`config.mk`:
```
export PLATFORM = sky130hd
export DESIGN_NAME = hazard_ctrl
export DESIGN_NICKNAME = d
export VERILOG_FILES = /design/src/rtl/hazard_ctrl.sv
export SDC_FILE = /design/constraint.sdc
export NUM_CORES = 1
export LEC_CHECK = 0
export CORE_MARGIN = 3
export CORE_UTILIZATION = 43
export DETAILED_ROUTE_END_ITERATION = 8
export HOLD_SLACK_MARGIN = 0.1
export PLACE_DENSITY = 0.95
export SLEW_MARGIN = 20
export SYNTH_ARGS = -nofsm -noshare
export SYNTH_HDL_FRONTEND = slang
export SYNTH_SLANG_ARGS = --single-unit
export TNS_END_PERCENT = 50
```
`constraint.sdc`:
```
create_clock -name clk -period 5.1 [get_ports clk]
set_input_delay 1.53 -clock clk [delete_from_list [all_inputs] [get_ports clk]]
set_output_delay 1.53 -clock clk [all_outputs]
set_load 0.01 [all_outputs]
```
`src/rtl/hazard_ctrl.sv`:
```
// Pipeline hazard control: operand forwarding selects, data/MDU stall and the
// mult/div busy countdown.
module hazard_ctrl #(
    parameter int unsigned MULT_CYC = 5,
    parameter int unsigned DIV_CYC  = 10
) (
    input  logic       clk,
    input  logic       reset,
    input  logic [4:0] RS_D,
    input  logic [4:0] RT_D,
    input  logic [1:0] TUSE_RS_D,
    input  logic [1:0] TUSE_RT_D,
    input  logic [4:0] RS_E,
    input  logic [4:0] RT_E,
    input  logic [4:0] RT_M,
    input  logic [4:0] A3_E,
    input  logic [4:0] A3_M,
    input  logic [4:0] A3_W,
    input  logic [1:0] TNEW_E,
    input  logic [1:0] TNEW_M,
    input  logic       MD_START_E,
    input  logic       MD_DIV_E,
    input  logic       MD_USE_D,
    output logic [1:0] FWD_RS_D,
    output logic [1:0] FWD_RT_D,
    output logic [1:0] FWD_RS_E,
    output logic [1:0] FWD_RT_E,
    output logic       FWD_RT_M,
    output logic       STALL,
    output logic       MD_BUSY,
    output logic [3:0] MD_CNT
);

    localparam int unsigned CNT_W = 4;

    localparam logic [1:0] SEL_NONE = 2'd0;
    localparam logic [1:0] SEL_E    = 2'd1;
    localparam logic [1:0] SEL_M    = 2'd2;
    localparam logic [1:0] SEL_W    = 2'd3;

    logic match_e_rs, match_m_rs, match_w_rs;
    logic match_e_rt, match_m_rt, match_w_rt;
    logic stall_e_rs, stall_m_rs, stall_e_rt, stall_m_rt;
    logic data_stall, md_stall;
    logic [CNT_W-1:0] md_load;

    // A stage matches a source only when it writes a real register.
    always_comb begin
        match_e_rs = (A3_E != 5'd0) && (A3_E == RS_D);
        match_m_rs = (A3_M != 5'd0) && (A3_M == RS_D);
        match_w_rs = (A3_W != 5'd0) && (A3_W == RS_D);
        match_e_rt = (A3_E != 5'd0) && (A3_E == RT_D);
        match_m_rt = (A3_M != 5'd0) && (A3_M == RT_D);
        match_w_rt = (A3_W != 5'd0) && (A3_W == RT_D);
    end

    // Stall when the consumer needs the value before its producer has it.
    always_comb begin
        stall_e_rs = match_e_rs && (TUSE_RS_D < TNEW_E);
        stall_m_rs = match_m_rs && (TUSE_RS_D < TNEW_M);
        stall_e_rt = match_e_rt && (TUSE_RT_D < TNEW_E);
        stall_m_rt = match_m_rt && (TUSE_RT_D < TNEW_M);
        data_stall = stall_e_rs || stall_m_rs || stall_e_rt || stall_m_rt;
        md_stall   = MD_USE_D && (MD_BUSY || MD_START_E);
        STALL      = data_stall || md_stall;
    end

    // D-stage forwarding; a stalled E match hides older M/W copies.
    always_comb begin
        FWD_RS_D = SEL_NONE;
        if (match_e_rs && (TNEW_E == 2'd0))      FWD_RS_D = SEL_E;
        else if (stall_e_rs)                     FWD_RS_D = SEL_NONE;
        else if (match_m_rs && (TNEW_M == 2'd0)) FWD_RS_D = SEL_M;
        else if (match_w_rs)                     FWD_RS_D = SEL_W;

        FWD_RT_D = SEL_NONE;
        if (match_e_rt && (TNEW_E == 2'd0))      FWD_RT_D = SEL_E;
        else if (stall_e_rt)                     FWD_RT_D = SEL_NONE;
        else if (match_m_rt && (TNEW_M == 2'd0)) FWD_RT_D = SEL_M;
        else if (match_w_rt)                     FWD_RT_D = SEL_W;
    end

    // E-stage and M-stage forwarding.
    always_comb begin
        FWD_RS_E = SEL_NONE;
        if ((A3_M != 5'd0) && (A3_M == RS_E) && (TNEW_M == 2'd0)) FWD_RS_E = SEL_M;
        else if ((A3_W != 5'd0) && (A3_W == RS_E))               FWD_RS_E = SEL_W;

        FWD_RT_E = SEL_NONE;
        if ((A3_M != 5'd0) && (A3_M == RT_E) && (TNEW_M == 2'd0)) FWD_RT_E = SEL_M;
        else if ((A3_W != 5'd0) && (A3_W == RT_E))               FWD_RT_E = SEL_W;

        FWD_RT_M = (A3_W != 5'd0) && (A3_W == RT_M);
    end

    assign md_load = MD_DIV_E ? CNT_W'(DIV_CYC) : CNT_W'(MULT_CYC);

    // Busy countdown; a new start is ignored while the unit is busy.
    always_ff @(posedge clk or posedge reset) begin
        if (reset) begin
            MD_CNT  <= '0;
            MD_BUSY <= 1'b0;
        end else if (MD_START_E && !MD_BUSY) begin
            MD_CNT  <= md_load;
            MD_BUSY <= (md_load != '0);
        end else if (MD_CNT != '0) begin
            MD_CNT  <= MD_CNT - CNT_W'(1);
            MD_BUSY <= (MD_CNT != CNT_W'(1));
        end
    end

endmodule

```
==> summary.txt <==
Status -> finished clean
Register bit total from synthesis -> 5
Gr usage total -> 26.4%
CTS tree -> done
Hold Vio Cnt, Final -> 0
F_max -> 0.199 GHz
Later-pin clock latency in the skew report -> 0.24 ns
Top Metal Used -> met4
Worst Path Arrival -> 3.49 ns
Setup bufs post-CTS -> 0
Post-synthesis sequential area ratio -> 9.67%
Die Y -> 60.9 um
Clock tree buffer depth -> 2
Crit path capture type -> output port
Final setup viols -> 0
Cell area after synthesis -> 1290 sq um
Pre-antenna DRT Iters -> 5
Total power per unit cell area -> 195 nW/um^2
Via count -> 1564
Min Tclk post-route -> 5.02 ns
H-tree Lvls -> 1
Post-layout util -> 79.5%
Port bufs -> 67
Critical path class -> in -> out
Hpwl dp -> 3820 um
Syn_nets -> 225
Wl on met1 -> 1900 um
First DRT Iteration DRCs -> 112
Maxcap violations -> 0
Remaining DRCs -> 0
RSZ-0062 raised after global routing -> false
Via/cell ratio -> 5.49
Max-slew headroom -> 70.1%
Die ar. -> 3700 sq um
Num Clock Sinks -> 5
Fin crit share -> 98.5%
Area Growth Syn to Fin -> 72.3%
Number of routed nets with antenna violations -> 0
Final RePlAce weighted congestion -> 0.936
Synth top area share -> 21.7%
Setup Skew -> 0.00495 ns
WL/cell -> 16.1 um
Metal3 WL -> 307 um
Number of nets in the layout -> 315
Met2 WL post-DR -> 2200 um
Area contributors post-synth -> xnor2_1 22%, xor2_1 16%, dfrtp_1 9.7%, ha_1 6.8%, nand3_1 3.9%
Min Hold Slack -> 0.572 ns
CP required -> 3.57 ns
Fillers -> 196
Initial antenna violation count -> 0
Starting density of the core -> 46.1%
ANT cells -> 0
First-pass GRT wire length -> 7460 um
DP Area -> 2150 sq um
Syn Inst Count -> 165
Post-cts resize count -> 10
Vias in the first global route -> 1637
Pins over their slew limit -> 0
Post-Layout Inst Area -> 2230 sq um
Worst-Margin Slew -> 0.448 ns
Largest fanout on the critical path -> 3
Min-delay worst type -> reg -> reg
Top Ports -> 68
Clock Root Buffer -> clkbuf_4
Hold-fix buffers, CTS -> 0
Largest net degree at the start of global routing -> 7
Grt ovf -> 0
Commonest cells after routing, fill and taps aside -> 54 x clkdlybuf4s50_1, 32 x xnor2_1, 28 x buf_4, 24 x xor2_1, 10 x nand3_1
Commonest non-fill, non-tap cell in the layout -> clkdlybuf4s50_1
Worst vdd ir -> 0.168 mV
Leakage power -> 1.06 nW
Die W -> 60.9 um
CTS clk-pin slew, worst paths -> 0.05 ns
Ratio of cells with drive above 1 in the final layout -> 16.5%
Avg Cell Area, Syn -> 7.84 sq um
Critical path startpoint category -> input pin
Drt total wl -> 4580 um
Std cell rows -> 19
Cts bufs inserted -> 3
Distinct cells, synth -> 38
Yosys warning count -> 0
Final TNS setup -> 0 ns
Cell taking the most area after synthesis -> xnor2_1
Core region area -> 2810 sq um
-- synth_stat cells (all sizes together) --
master / n
nand4: 1
nand2: 3
xnor2: 32
dfrtp: 5
o21a: 1
or3: 3
nor4: 4
o21ai: 3
a21o: 1
mux2i: 1
nor3b: 1
and4: 2
nor3: 5
o211a: 2
xor2: 24
nand2b: 6
inv: 8
or4: 5
a21bo: 2
a21oi: 8
a31o: 2
ha: 7
or4b: 2
and3: 2
a31oi: 2
buf: 10
a221oi: 2
nor2: 9
nand3: 10
nor2b: 1
a211oi: 1
-- state kept, by name, summed over array words and instances, names as in the netlist --
| signal | flops |
|---|---|
| MD_CNT | 4 |
| MD_BUSY | 1 |
-- per-stage QoR --
stage                     setup slack (ns)  power [mW]  std cells
after floorplan                      0.894       0.236        165
after global placement              -0.119       0.368        281
after detailed placement            -0.144       0.379        281
after CTS                          -0.0510       0.430        285
after global routing               0.00715       0.473        285
final                               0.0756       0.435        285
-- final cells by class --
type                            count  area [sq um]  share of cell area (%)
Inverter                            8          30.0                    1.35
Clock buffer                        4          26.3                    1.18
Multi-Input combinational cell    142          1110                    50.0
Timing Repair Buffer               95           895                    40.1
Sequential cell                     5           125                    5.61
Tap cell                           31          38.8                    1.74
-- critical path, cell delays in order --
cell	delay (ns)
clkdlybuf4s50_1	0.48
inv_1	0.07
ha_1	0.27
a21oi_1	0.13
or4b_4	0.49
a31o_1	0.25
dlygate4sd2_1	0.28
-- final timing paths --
path / from / endpoint / slack, ns / depth (start not counted)
setup reg to reg: MD_CNT[0]$_DFFE_PP0P_ / MD_CNT[1]$_DFFE_PP0P_ / 3.42 / 6
hold / removal: MD_CNT[2]$_DFFE_PP0P_ / MD_BUSY$_DFFE_PP0P_ / 0.57 / 1
min in group asynchronous: reset / MD_CNT[1]$_DFFE_PP0P_ / 1.49 / 2
setup / recovery: TNEW_E[1] / FWD_RT_D[0] / 0.08 / 7
hold reg to reg: MD_CNT[2]$_DFFE_PP0P_ / MD_BUSY$_DFFE_PP0P_ / 0.57 / 1
max in group asynchronous: reset / MD_BUSY$_DFFE_PP0P_ / 3.42 / 2
-- routing by layer --
metal	global-route usage [%]	vias to the layer above
li1	-	748
met4	10.8	0
met2	46.1	80
met3	3.19	16
met5	0	-
met1	32.6	720
-- power breakdown --
group          switching, mW  leakage (nW)  internal, mW
Sequential            0.0276        0.0570        0.0603
Clock                 0.0175        0.0150        0.0297
Combinational          0.134         0.989         0.166
Total                  0.179          1.06         0.256
-- kinds of logic after synthesis --
| logic type | share of synthesized area (%) |
|---|---|
| muxes | 0.774 |
| adders and majority gates | 6.77 |
| buffers and inverters | 6.87 |
| xor gates and xnor gates | 37.9 |
| AOI/OAI and AO/OA | 12.8 |
| and+or+nand+nor | 25.2 |
| DFF | 9.67 |
Note: power is estimated with default switching activity, not from simulation.
